===== src/rtl/urv_mul_seq_pkg.sv =====
// Shared definitions for the RV32M multiply sequencer.
// Contents: datapath widths, funct3 codes, FSM state encoding,
// the latched operation context and the operand decode helper.
package urv_mul_seq_pkg;

    localparam int unsigned XLEN      = 32;
    localparam int unsigned ACC_W     = 64;
    localparam int unsigned HALF_W    = 16;
    localparam int unsigned MUL_IN_W  = 18;
    localparam int unsigned MUL_OUT_W = 36;

    localparam logic [2:0] URV_FUN_MUL    = 3'b000;
    localparam logic [2:0] URV_FUN_MULH   = 3'b001;
    localparam logic [2:0] URV_FUN_MULHSU = 3'b010;
    localparam logic [2:0] URV_FUN_MULHU  = 3'b011;

    typedef enum logic [2:0] {
        URV_MSEQ_IDLE  = 3'd0,
        URV_MSEQ_ISSUE = 3'd1,
        URV_MSEQ_DRAIN = 3'd2,
        URV_MSEQ_FIX   = 3'd3,
        URV_MSEQ_DONE  = 3'd4
    } mseq_state_t;

    // Operation context captured when a request is accepted
    typedef struct packed {
        logic [XLEN-1:0] ma;      // |a|
        logic [XLEN-1:0] mb;      // |b|
        logic            neg;     // final product must be negated
        logic            hi_sel;  // return upper word
    } mul_op_t;

    // Reduce signed operands to magnitudes plus a result-sign flag.
    // -0x80000000 wraps to 0x80000000, which is the correct unsigned magnitude.
    function automatic mul_op_t decode_op(input logic [2:0]      fun,
                                          input logic [XLEN-1:0] a,
                                          input logic [XLEN-1:0] b);
        logic    sa;
        logic    sb;
        mul_op_t op;
        sa        = a[XLEN-1] & ((fun == URV_FUN_MULH) | (fun == URV_FUN_MULHSU));
        sb        = b[XLEN-1] & (fun == URV_FUN_MULH);
        op.ma     = sa ? -a : a;
        op.mb     = sb ? -b : b;
        op.neg    = sa ^ sb;
        op.hi_sel = (fun != URV_FUN_MUL);
        return op;
    endfunction

endpackage


===== src/rtl/urv_mul_seq_if.sv =====
// Request/response bundle between the execute stage and the multiply sequencer.
// master: start_i, d_fun_i, d_rs1_i, d_rs2_i out; busy_o, done_o, w_rd_o in.
// slave : the reverse.
interface urv_mul_seq_if;
    import urv_mul_seq_pkg::*;

    logic            start_i;
    logic [2:0]      d_fun_i;
    logic [XLEN-1:0] d_rs1_i;
    logic [XLEN-1:0] d_rs2_i;
    logic            busy_o;
    logic            done_o;
    logic [XLEN-1:0] w_rd_o;

    modport master (
        output start_i, d_fun_i, d_rs1_i, d_rs2_i,
        input  busy_o, done_o, w_rd_o
    );

    modport slave (
        input  start_i, d_fun_i, d_rs1_i, d_rs2_i,
        output busy_o, done_o, w_rd_o
    );

endinterface


===== src/rtl/urv_mul_seq_mult18x18.sv =====
// Pipelined 18x18 unsigned multiplier with one registered stage.
// Ports: clk_i, rst_i (sync, active-high), stall_i (holds the output register),
//        a_i/b_i 18-bit operands, q_o 36-bit product one cycle later.
module urv_mul_seq_mult18x18
    import urv_mul_seq_pkg::*;
(
    input  logic                 clk_i,
    input  logic                 rst_i,
    input  logic                 stall_i,
    input  logic [MUL_IN_W-1:0]  a_i,
    input  logic [MUL_IN_W-1:0]  b_i,
    output logic [MUL_OUT_W-1:0] q_o
);

    logic [MUL_OUT_W-1:0] r_q;

    // Product register, clock-enabled by the pipeline freeze
    always_ff @(posedge clk_i) begin
        if (rst_i) begin
            r_q <= '0;
        end else if (!stall_i) begin
            r_q <= MUL_OUT_W'(a_i) * MUL_OUT_W'(b_i);
        end
    end

    assign q_o = r_q;

endmodule


===== src/rtl/urv_mul_seq.sv =====
// Iterative 32x32 multiply sequencer for MUL/MULH/MULHSU/MULHU.
// Feeds four 16x16 magnitude partials through one 18x18 multiplier,
// accumulates them into a 64-bit sum and applies the sign at the end.
// Ports: clk_i, rst_n_i (sync, active-low), x_stall_i (freeze),
//        abort_i (flush), bus (slave side of urv_mul_seq_if).
module urv_mul_seq
    import urv_mul_seq_pkg::*;
#(
    parameter bit g_sign_fix_stage = 1'b1
) (
    input  logic         clk_i,
    input  logic         rst_n_i,
    input  logic         x_stall_i,
    input  logic         abort_i,
    urv_mul_seq_if.slave bus
);

    mseq_state_t          r_state, w_state_nxt;
    logic                 r_busy, w_busy_nxt;
    logic                 r_done, w_done_nxt;
    logic [1:0]           r_idx;
    mul_op_t              r_op;
    logic [ACC_W-1:0]     r_acc;
    logic [ACC_W-1:0]     w_partial;
    logic [ACC_W-1:0]     w_acc_sum;
    logic [ACC_W-1:0]     w_res;
    logic                 r_tag_vld;
    logic [1:0]           r_tag_sh;   // partial shift in units of 16 bits
    logic [XLEN-1:0]      r_rd;
    logic                 w_accept;
    logic                 w_fix_en;
    logic [HALF_W-1:0]    w_a_half;
    logic [HALF_W-1:0]    w_b_half;
    logic [MUL_OUT_W-1:0] w_mul_q;
    logic                 w_unused_q;

    assign w_accept = bus.start_i && !x_stall_i && !abort_i &&
                      ((r_state == URV_MSEQ_IDLE) || (r_state == URV_MSEQ_DONE));

    // Sign fix happens in FIX, or in DRAIN when the extra stage is dropped
    assign w_fix_en = !x_stall_i && !abort_i &&
                      ((r_state == URV_MSEQ_FIX) ||
                       (!g_sign_fix_stage && (r_state == URV_MSEQ_DRAIN)));

    // Slot order: lo*lo, lo*hi, hi*lo, hi*hi
    assign w_a_half = r_idx[1] ? r_op.ma[XLEN-1:HALF_W] : r_op.ma[HALF_W-1:0];
    assign w_b_half = r_idx[0] ? r_op.mb[XLEN-1:HALF_W] : r_op.mb[HALF_W-1:0];

    urv_mul_seq_mult18x18 u_mult (
        .clk_i   (clk_i),
        .rst_i   (~rst_n_i),
        .stall_i (x_stall_i),
        .a_i     (MUL_IN_W'(w_a_half)),
        .b_i     (MUL_IN_W'(w_b_half)),
        .q_o     (w_mul_q)
    );

    // 16x16 partials never exceed 32 bits
    assign w_unused_q = ^w_mul_q[MUL_OUT_W-1:XLEN];

    // Align the emerging partial by its delayed shift tag
    always_comb begin
        w_partial = '0;
        if (r_tag_vld) begin
            case (r_tag_sh)
                2'd0:    w_partial = ACC_W'(w_mul_q[XLEN-1:0]);
                2'd1:    w_partial = {16'b0, w_mul_q[XLEN-1:0], 16'b0};
                default: w_partial = {w_mul_q[XLEN-1:0], 32'b0};
            endcase
        end
    end

    assign w_acc_sum = r_acc + w_partial;
    assign w_res     = r_op.neg ? -w_acc_sum : w_acc_sum;

    // State register
    always_ff @(posedge clk_i) begin
        if (!rst_n_i) begin
            r_state <= URV_MSEQ_IDLE;
            r_busy  <= 1'b0;
            r_done  <= 1'b0;
        end else begin
            r_state <= w_state_nxt;
            r_busy  <= w_busy_nxt;
            r_done  <= w_done_nxt;
        end
    end

    // Next state and registered busy/done
    always_comb begin
        w_state_nxt = r_state;
        if (abort_i) begin
            w_state_nxt = URV_MSEQ_IDLE;
        end else if (!x_stall_i) begin
            case (r_state)
                URV_MSEQ_IDLE,
                URV_MSEQ_DONE:  w_state_nxt = bus.start_i ? URV_MSEQ_ISSUE : URV_MSEQ_IDLE;
                URV_MSEQ_ISSUE: if (r_idx == 2'd3) w_state_nxt = URV_MSEQ_DRAIN;
                URV_MSEQ_DRAIN: w_state_nxt = g_sign_fix_stage ? URV_MSEQ_FIX : URV_MSEQ_DONE;
                URV_MSEQ_FIX:   w_state_nxt = URV_MSEQ_DONE;
                default:        w_state_nxt = URV_MSEQ_IDLE;
            endcase
        end
        w_busy_nxt = (w_state_nxt == URV_MSEQ_ISSUE) || (w_state_nxt == URV_MSEQ_DRAIN) ||
                     (w_state_nxt == URV_MSEQ_FIX);
        w_done_nxt = (w_state_nxt == URV_MSEQ_DONE);
    end

    // Operand capture, slot counter, accumulator and result register
    always_ff @(posedge clk_i) begin
        if (!rst_n_i) begin
            r_op      <= '0;
            r_idx     <= '0;
            r_acc     <= '0;
            r_tag_vld <= 1'b0;
            r_tag_sh  <= '0;
            r_rd      <= '0;
        end else if (abort_i) begin
            r_tag_vld <= 1'b0;
        end else if (!x_stall_i) begin
            r_tag_vld <= (r_state == URV_MSEQ_ISSUE);
            r_tag_sh  <= {1'b0, r_idx[1]} + {1'b0, r_idx[0]};
            if (w_accept) begin
                r_op  <= decode_op(bus.d_fun_i, bus.d_rs1_i, bus.d_rs2_i);
                r_idx <= '0;
                r_acc <= '0;
            end else begin
                if (r_busy) r_acc <= w_acc_sum;
                if (r_state == URV_MSEQ_ISSUE) r_idx <= r_idx + 2'd1;
            end
            if (w_fix_en) begin
                r_rd <= r_op.hi_sel ? w_res[ACC_W-1:XLEN] : w_res[XLEN-1:0];
            end
        end
    end

    assign bus.busy_o = r_busy;
    assign bus.done_o = r_done;
    assign bus.w_rd_o = r_rd;

endmodule


===== src/flat_wrapper.sv =====
// flat-port wrapper written by rule: the top's interface ports become plain ports
module urv_mul_seq_flat import urv_mul_seq_pkg::*;
#(
    parameter bit g_sign_fix_stage = 1'b1
)
  (clk_i, rst_n_i, x_stall_i, abort_i, bus_start_i, bus_d_fun_i, bus_d_rs1_i, bus_d_rs2_i, bus_busy_o, bus_done_o, bus_w_rd_o);
  urv_mul_seq_if bus_i ();
  input  logic clk_i;
  input  logic rst_n_i;
  input  logic x_stall_i;
  input  logic abort_i;
  input wire logic [$bits(bus_i.start_i)-1:0] bus_start_i;
  input wire logic [$bits(bus_i.d_fun_i)-1:0] bus_d_fun_i;
  input wire logic [$bits(bus_i.d_rs1_i)-1:0] bus_d_rs1_i;
  input wire logic [$bits(bus_i.d_rs2_i)-1:0] bus_d_rs2_i;
  output wire logic [$bits(bus_i.busy_o)-1:0] bus_busy_o;
  output wire logic [$bits(bus_i.done_o)-1:0] bus_done_o;
  output wire logic [$bits(bus_i.w_rd_o)-1:0] bus_w_rd_o;
  assign bus_i.start_i = bus_start_i;
  assign bus_i.d_fun_i = bus_d_fun_i;
  assign bus_i.d_rs1_i = bus_d_rs1_i;
  assign bus_i.d_rs2_i = bus_d_rs2_i;
  assign bus_busy_o = bus_i.busy_o;
  assign bus_done_o = bus_i.done_o;
  assign bus_w_rd_o = bus_i.w_rd_o;
  urv_mul_seq #(.g_sign_fix_stage(g_sign_fix_stage)) u_core (.clk_i(clk_i), .rst_n_i(rst_n_i), .x_stall_i(x_stall_i), .abort_i(abort_i), .bus(bus_i));
endmodule

===== config.mk =====
export PLATFORM = sky130hd
export DESIGN_NAME = urv_mul_seq_flat
export DESIGN_NICKNAME = d
export VERILOG_FILES = /design/src/rtl/urv_mul_seq_pkg.sv /design/src/rtl/urv_mul_seq_if.sv /design/src/rtl/urv_mul_seq_mult18x18.sv /design/src/rtl/urv_mul_seq.sv /design/src/flat_wrapper.sv
export SDC_FILE = /design/constraint.sdc
export NUM_CORES = 1
export LEC_CHECK = 0
export ABC_CLOCK_PERIOD_IN_PS = 7300
export BUFFER_PORTS_ARGS = -buffer_cell sky130_fd_sc_hd__buf_2
export CORE_MARGIN = 4
export CORE_UTILIZATION = 40
export CTS_CLUSTER_DIAMETER = 150
export DETAILED_ROUTE_END_ITERATION = 16
export GPL_TIMING_DRIVEN = 0
export PLACE_DENSITY_LB_ADDON = 0.25
export SLEW_MARGIN = 30
export SYNTH_ARGS = -nofsm -noshare
export SYNTH_HDL_FRONTEND = slang
export SYNTH_HIERARCHICAL = 1
export SYNTH_SLANG_ARGS = --single-unit

===== constraint.sdc =====
create_clock -name clk_i -period 7.3 [get_ports clk_i]
set_clock_uncertainty 0.05 [all_clocks]
set_input_delay 0.73 -clock clk_i [delete_from_list [all_inputs] [get_ports clk_i]]
set_output_delay 0.73 -clock clk_i [all_outputs]
set_load 0.02 [all_outputs]

### Yosys cells after proc, flatten, opt, wreduce, memory -nomap -nowiden

Cells that the tools add are included.

| word-level totals | value |
|---|---|
| bits in registers | 204 |
| bits of input ports | 72 |
| output and inout port bits | 34 |
| word-level logic and storage cells | 78 |

| operators by class | value |
|---|---|
| $add $sub $neg | 6 |
| $mul | 1 |
| equal/unequal tests | 12 |
| multiplexer cells | 17 |
| bitwise logic cells | 7 |
| reductions and logical operators | 22 |

Operators with widths:

| operator | count |
|---|---|
| $mux W64 | 4 |
| $pmux W64 S2 | 1 |
| $mux W32 | 3 |
| $add A64 B64 Y64 | 1 |
| $neg A32 Y32 | 2 |
| $neg A64 Y64 | 1 |
| $mul A16 B16 Y32 | 1 |
| $mux W16 | 2 |
| $eq A3 B2 Y1 const B | 5 |
| $pmux W3 S4 | 1 |
| $reduce_and A3 Y1 | 4 |
| $eq A3 B1 Y1 const B | 3 |
| $mux W3 | 3 |
| $eq A3 B3 Y1 const B | 2 |
| $logic_and A1 B1 Y1 | 5 |
| $mux W2 | 2 |
| $reduce_bool A2 Y1 | 2 |
| $reduce_or A2 Y1 | 2 |
| $logic_not A3 Y1 | 1 |
| $logic_or A1 B1 Y1 | 3 |
| $not A1 Y1 | 3 |
| $reduce_bool A3 Y1 | 1 |
| $add A1 B1 Y2 | 1 |
| $add A2 B1 Y2 const B | 1 |
| 9 further kinds | 11 |

### Longest topological paths before layout

Gate-level depths: netlist (run 1).

| logic depth | value |
|---|---|
| depth in word-level cells | 8 |
| mapped depth | 26 |
| depth with buffers taken out | 23 |

### Hierarchy

The synthesis (run 1) kept the hierarchy.

Modules (own cells, without submodules):

| module | times used | cells each | area each (µm²) | sequential area each (µm²) |
|---|---|---|---|---|
| urv_mul_seq | 1 | 2,004 | 15,053.2 | 3,443.3 |
| urv_mul_seq_mult18x18 | 1 | 1,384 | 11,986.5 | 720.7 |

### Worst setup path after synthesis (run 1)

Ideal clock, no wire load.

| timing path | value |
|---|---|
| path kind | reg2reg |
| start point | register u_core.r_idx[0] |
| end point | register u_core.u_mult.r_q[27] (netlist: u_core/u_mult/q_o[27]) |
| library setup time | 0.079 ns |
| arrival | 6.965 ns |
| data required time | 7.171 ns |
| setup slack | 0.206 ns |
| cell stages (with the launch flop) | 25 |
| buffers on the path | 4 |
| period minus slack after synthesis | 7.094 ns |
| path through | dfxtp_1 > clkbuf_1 > buf_1 > mux2_2 > clkbuf_1 > clkbuf_1 > nand2_1 > fa_1 > inv_1 > fa_1 > fa_1 > fa_1 > fa_1 > inv_1 > fa_1 > inv_1 > ha_1 > nand2_2 > or3_4 > nor3_4 > o211ai_2 > a31oi_4 > a211oi_1 > or4_1 > o211ai_1 |

| between the ends | value |
|---|---|
| word-level cells in the longest chain between the ends | 2 |

Ends and longest elaborated chain:

| element | RTL line | text |
|---|---|---|
| from (decl) | urv_mul_seq.sv:21 | `logic [1:0] r_idx;` |
| from (signal assigned) | urv_mul_seq.sv:129 | `if (r_state == URV_MSEQ_ISSUE) r_idx <= r_idx + 2'd1;` |
| $mux W16 | urv_mul_seq.sv:47 | `assign w_b_half = r_idx[0] ? r_op.mb[XLEN-1:HALF_W] : r_op.mb[HALF_W-1:0];` |
| named net u_core.w_b_half[9] | urv_mul_seq.sv:33 | `logic [HALF_W-1:0] w_b_half;` |
| $mul A16 B16 Y32 | urv_mul_seq_mult18x18.sv:22 | `r_q <= MUL_OUT_W'(a_i) * MUL_OUT_W'(b_i);` |
| to (signal assigned) | urv_mul_seq_mult18x18.sv:22 |  |
| to (decl) | urv_mul_seq_mult18x18.sv:15 | `logic [MUL_OUT_W-1:0] r_q;` |

The timed path passes the listed nets, and every way through them passes these cells.
A chain may end at the register's enable or synchronous reset.

### Worst setup path after layout (run 1)

| timing path | value |
|---|---|
| start point | register u_core.r_tag_vld |
| end point | register u_core.r_rd[23] (netlist: u_core/bus.w_rd_o[23]) |

| between the ends | value |
|---|---|
| word-level cells in the longest chain between the ends | 5 |

Ends and longest elaborated chain:

| element | RTL line | text |
|---|---|---|
| from (decl) | urv_mul_seq.sv:27 | `logic r_tag_vld;` |
| from (signal assigned) | urv_mul_seq.sv:121 | `r_tag_vld <= (r_state == URV_MSEQ_ISSUE);` |
| $mux W64 (*) | urv_mul_seq.sv:64 | `if (r_tag_vld) begin` |
| $add A64 B64 Y64 (*) | urv_mul_seq.sv:73 | `assign w_acc_sum = r_acc + w_partial;` |
| $neg A64 Y64 | urv_mul_seq.sv:74 | `assign w_res = r_op.neg ? -w_acc_sum : w_acc_sum;` |
| $mux W64 (*) | urv_mul_seq.sv:74 |  |
| $mux W32 (*) | urv_mul_seq.sv:132 | `r_rd <= r_op.hi_sel ? w_res[ACC_W-1:XLEN] : w_res[XLEN-1:0];` |
| to (signal assigned) | urv_mul_seq.sv:132 |  |
| to (decl) | urv_mul_seq.sv:29 | `logic [XLEN-1:0] r_rd;` |

Mark *: on every way between the ends. The rest lies on a longest branch, timed or not.

==> results.yml, run 1 <==
pwr:
  p_per_area_nw_per_um2: 105
  leakagePower_nw: 12.9
  p_sw_share_pct: 31.3
  p_clk_share_pct: 40.1
  p_switching_uw: 963
  vdd_drop_max_v: 0.000139
  p_int_mw: 2.11
  p_seq_share_pct: 38.4
  power_frac_comb_pct: 21.5
clock_tree:
  h-tree-depth: 1
  cts_buffer_depth: 3
  clkLatencyLatePin_ns: 0.54
  hold_buffers: 0
  cts-root-buf: "clkbuf_16"
  cts_sinks: 204
  cts_tree: "done"
  numCtsBuffers: 23
  clkTransAtPathRegs_ns: 0.06
routing:
  dr.pass1.iters: 6
  finalWirelength_um: 95400
  drc: 0
  route.antenna.remaining_nets: 0
  num_vias: 25000
  drt-initial-drc-count: 2545
  avgRoutedWirePerCell_um: 22.0
  vias_per_cell: 5.77
critical_path:
  cp_slowest_cell: "a2111oi_1"
  crit_buf_inv: 2
  cp.required_ns: 7.67
  path_max_fanout: 10
  critPathLaunchType: "flop"
  crit_family: "simple AND/OR/NAND/NOR gates"
  path_cells: "nor3b_2 > clkbuf_1 > and2_1 > ha_1 > inv_1 > fa_1 > nor2b_4 > o31ai_4 > a211o_1 > a31oi_1 > o21ai_0 > a2111oi_1 > nand2_1 > nor4_1 > nand3_1 > or2_4 > or4_1 > and3_1"
  crit_path_max_incr_delay_ns: 0.82
  endpoint_kind: "flop"
  arrival_ns: 7.48
  worstSetupPathType: "reg2reg"
die:
  rows: 93
  die_x_um: 265
  die_h_um: 265
  initial_core_util_pct: 40.6
  ioPinCount: 106
  design.die.area_um2: 70000
  coreArea_um2: 64800
sta:
  worst_pin_slew_ns: 1.17
  timing.final.crit_share_pct: 97.4
  finalSetupViolations: 0
  hold_violations: 0
  fin_ws_ns: 0.193
  drv_slew: 0
  fin_tns_setup_ns: 0
  timing.fmax_mhz: 141
  finalCriticalPeriod_ns: 7.11
  rsz0062_at_grt: "yes"
  slew_headroom_pct: 21.1
synthesis:
  syn_inst: 3305
  yosysWarnings: 6
  netlist_area_um2: 26300
  syn_avg_cell_area_um2: 7.97
run_status:
  status: "completed"
global_route:
  overflow: 0
  busiest_layer: "met2"
  use_met3_pct: 4.13
  grtUsageMet2_pct: 42.7
  grt.met1_usage_pct: 36.7
  grt_antenna_before_repair: 4
  grt_use_total_pct: 26.4
  grt_pass1_vias: 24100
  grt_max_degree: 19
  grt_pass1_wl_um: 146000
run:
  cap_viol_max_count: 0
min_path:
  hp-class: "reg2reg"
layout:
  mostFrequentLayoutCells: "372 x nand2_1, 340 x inv_1, 273 x nor2_1"
  drive_gt1_share_pct: 9.01
  finalNetCount: 3950
  final_cells: 4333
  final_common_cell: "nand2_1"
  area_growth_pct: 10.7
placed_design:
  gp_congestion: 1.02
  pre_cts_ws_ns: -1.12
  hpwl_um: 78300
  port_buffers: 103
  placed_cells: 4299
==> routing by layer <==
layer,up-vias,share of wire [%]
met3,208,7.6
met4,2,4.2
li1,11700,-
met2,1051,45
met5,-,0.012
met1,12100,43
==> path summary, 6_finish.rpt <==
| path | end | slack (ns) | start | depth (start not counted) |
|---|---|---|---|---|
| min | u_core/bus.w_rd_o[14]$_SDFFE_PN0P_ | 0.40 | u_core/bus.w_rd_o[14]$_SDFFE_PN0P_ | 1 |
| max reg2reg | u_core/bus.w_rd_o[23]$_SDFFE_PN0P_ | 0.19 | u_core/r_tag_vld$_SDFFE_PP0N_ | 18 |
| max | u_core/bus.w_rd_o[23]$_SDFFE_PN0P_ | 0.19 | u_core/r_tag_vld$_SDFFE_PP0N_ | 18 |
| min reg2reg | u_core/bus.w_rd_o[14]$_SDFFE_PN0P_ | 0.40 | u_core/bus.w_rd_o[14]$_SDFFE_PN0P_ | 1 |
==> sequential cells by signal (all words and copies together), names as in the netlist <==
register	count
u_core/bus.done_o	1
u_core/r_tag_vld	1
u_core/r_idx	2
u_core/bus.busy_o	1
u_core/r_tag_sh	2
u_core/bus.w_rd_o	32
u_core/r_acc	64
u_core/r_op	66
u_core/r_state	3
u_core/u_mult/q_o	32
==> timing repair <==
item                                    CTS  global route
pin swaps                                 0             5
gates resized for setup                  47            48
setup buffers                             2             5
endpoints found under the setup margin   18            18
==> cell type report <==
| type | instances | area (um2) |
|---|---|---|
| sequential | 204 | 4080 |
| inverter | 341 | 1280 |
| clock inverter | 10 | 164 |
| multi-input combinational | 2606 | 20500 |
| antenna | 3 | 7.51 |
| buffer | 172 | 851 |
| timing repair buffer | 115 | 598 |
| fill | 6606 | 35700 |
| clock buffer | 27 | 611 |
| tap | 855 | 1070 |
==> power by group through the flow <==
| stage | Combinational (mW) | Clock (mW) | Sequential [mW] |
|---|---|---|---|
| 2_1_floorplan | 0.405 | 0 | 1.18 |
| 3_3_place_gp | 0.625 | 0 | 1.20 |
| 3_5_place_dp | 0.627 | 0 | 1.20 |
| 4_1_cts | 0.636 | 1.25 | 1.18 |
| 5_1_grt | 0.733 | 1.29 | 1.18 |
| 6_report | 0.661 | 1.23 | 1.18 |
==> per-stage QoR <==
stage | area, um2 | total power [mW] | hold WS [ns] | utilization, %
floorplan | 26500 | 1.59 | 0.378 | -
global placement | 28000 | 1.83 | 0.379 | 43.3
detailed placement | 28100 | 1.83 | 0.385 | 43.4
CTS | 29000 | 3.07 | 0.401 | 44.7
global route | 29200 | 3.21 | 0.415 | 45.0
finish | 29200 | 3.08 | 0.398 | 45.0
Note: power is estimated with default switching activity, not from simulation.
==> run 2: changes to the inputs <==
Settings changed: RECOVER_POWER set to 25.
==> results.yml, run 2 (same netlist as run 1, synthesis figures left out) <==
global_route:
  grt_antenna_before_repair: 4
  busiest_layer: "met2"
  grt_pass1_vias: 24100
  grt.met1_usage_pct: 36.7
  grt_pass1_wl_um: 146000
  grt_max_degree: 19
  overflow: 0
  grt_use_total_pct: 26.4
  grtUsageMet2_pct: 42.7
  use_met3_pct: 4.13
clock_tree:
  clkLatencyLatePin_ns: 0.54
  hold_buffers: 0
  numCtsBuffers: 23
  cts_tree: "done"
  clkTransAtPathRegs_ns: 0.06
  cts_sinks: 204
  h-tree-depth: 1
  cts-root-buf: "clkbuf_16"
  cts_buffer_depth: 3
sta:
  hold_violations: 0
  slew_headroom_pct: 20.5
  worst_pin_slew_ns: 1.18
  fin_tns_setup_ns: 0
  timing.fmax_mhz: 142
  rsz0062_at_grt: "yes"
  hold_slack_ns: 0.403
  drv_slew: 0
  fin_ws_ns: 0.258
  timing.final.crit_share_pct: 96.5
  finalCriticalPeriod_ns: 7.04
  finalSetupViolations: 0
critical_path:
  worstReg2RegEnd: "u_core/u_mult/q_o[31]$_SDFFE_PP0N_"
  worstSetupPathType: "reg2reg"
  crit_path_max_incr_delay_ns: 0.57
  critPathCapture: "u_core/u_mult/q_o[31]$_SDFFE_PP0N_"
  arrival_ns: 7.45
  cp_slowest_cell: "fa_1"
  critPathLaunchType: "flop"
  ff2ff_setup_slack_ns: 0.26
  endpoint_kind: "flop"
  r2r_cells: 23
  reg2reg_from: "u_core/r_idx[1]$_SDFFE_PN0P_"
  path_max_fanout: 10
  cp.required_ns: 7.71
  path_cells: "buf_4 > buf_8 > mux2_4 > clkbuf_4 > nand2_1 > fa_1 > fa_1 > inv_1 > fa_1 > inv_1 > fa_1 > fa_1 > fa_1 > inv_1 > ha_2 > nand3_2 > or3_4 > nor3_4 > o211ai_2 > a31oi_4 > a31oi_1 > or4_1 > o211ai_1"
  crit_start: "u_core/r_idx[1]$_SDFFE_PN0P_"
  cp_common_cell: "fa_1"
pwr:
  leakagePower_nw: 12.7
  vdd_drop_max_v: 0.000139
  p_per_area_nw_per_um2: 106
  power_mw: 3.08
run_status:
  status: "completed"
layout:
  final_cells: 4332
  drive_gt1_share_pct: 7.94
  seq_area_um2: 4080
  largest_register_ffs: 66
  finalNetCount: 3950
  mostFrequentLayoutCells: "372 x nand2_1, 340 x inv_1, 273 x nor2_1"
  final_common_cell: "nand2_1"
  fillers: 6623
  multiInputGateArea_um2: 20500
  regMostFlops: "u_core/r_op"
  reg_top3: "u_core/r_op: 66 flops, u_core/r_acc: 64 flops"
  area_growth_pct: 10.5
die:
  die_h_um: 265
  die_x_um: 265
  rows: 93
  ioPinCount: 106
  design.die.area_um2: 70000
  coreArea_um2: 64800
  initial_core_util_pct: 40.6
routing:
  drt-initial-drc-count: 2413
  dr.pass1.iters: 6
  route.antenna.remaining_nets: 0
  num_vias: 25000
  drc: 0
  avgRoutedWirePerCell_um: 22.0
  vias_per_cell: 5.77
  finalWirelength_um: 95500
placed_design:
  placed_cells: 4299
  pre_cts_ws_ns: -1.12
  gp_congestion: 1.02
  port_buffers: 103
  hpwl_um: 78300
run:
  cap_viol_max_count: 0
min_path:
  hp-class: "reg2reg"
run 2: critical path, delay by kind of cell, from the launching register on:
kind,cells,cell delay (ns)
compound gates,4,0.65
fa+ha+maj,7,3.54
buf+inv,6,0.83
flops,1,0.34
mux,1,0.29
simple gates,5,1.24
run 2: what timing repair did:
item | CTS | global route
resized for setup | 47 | 48
setup buffers | 2 | 5
endpoints found under the setup margin | 18 | 18
pin swaps | 0 | 5
run 2: report_power, final:
part	switching [mW]	total [mW]	internal [mW]
sequential	0.0361	1.18	1.14
clock	0.499	1.24	0.736
combinational	0.431	0.662	0.231
total	0.966	3.08	2.11
run 2: how the worst min path moves through the flow:
stage	start	end	depth (start not counted)
6_report	u_core/bus.w_rd_o[14]$_SDFFE_PN0P_	u_core/bus.w_rd_o[14]$_SDFFE_PN0P_	1
5_1_grt	u_core/bus.w_rd_o[21]$_SDFFE_PN0P_	u_core/bus.w_rd_o[21]$_SDFFE_PN0P_	1
4_1_cts	u_core/bus.w_rd_o[21]$_SDFFE_PN0P_	u_core/bus.w_rd_o[21]$_SDFFE_PN0P_	1
3_5_place_dp	u_core/bus.w_rd_o[21]$_SDFFE_PN0P_	u_core/bus.w_rd_o[21]$_SDFFE_PN0P_	1
3_3_place_gp	u_core/bus.w_rd_o[21]$_SDFFE_PN0P_	u_core/bus.w_rd_o[21]$_SDFFE_PN0P_	1
2_1_floorplan	u_core/r_op[31]$_SDFFE_PN0P_	u_core/r_op[31]$_SDFFE_PN0P_	2
run 2: layout make-up:
class,count,area share (%)
flip-flops and latches,204,14.0
clock inverters,10,0.563
multi-input cells,2606,70.4
diodes,2,0.0172
inverters,341,4.40
plain buffers,172,2.92
well taps,855,3.68
repair buffers,115,1.90
clock buffers,27,2.10
run 2: through the flow:
step,cell area [um2],util [%]
floorplan,26500,-
CTS,29000,44.7
global route,29100,44.9
finish,29100,44.9
global placement,28000,43.3
detailed placement,28100,43.4
run 2: layer usage:
metal	vias to the layer above	part of all wire (%)
li1	11700	-
met1	12100	43
met2	1019	45
met3	193	7.7
met4	2	4.0
met5	-	0.012
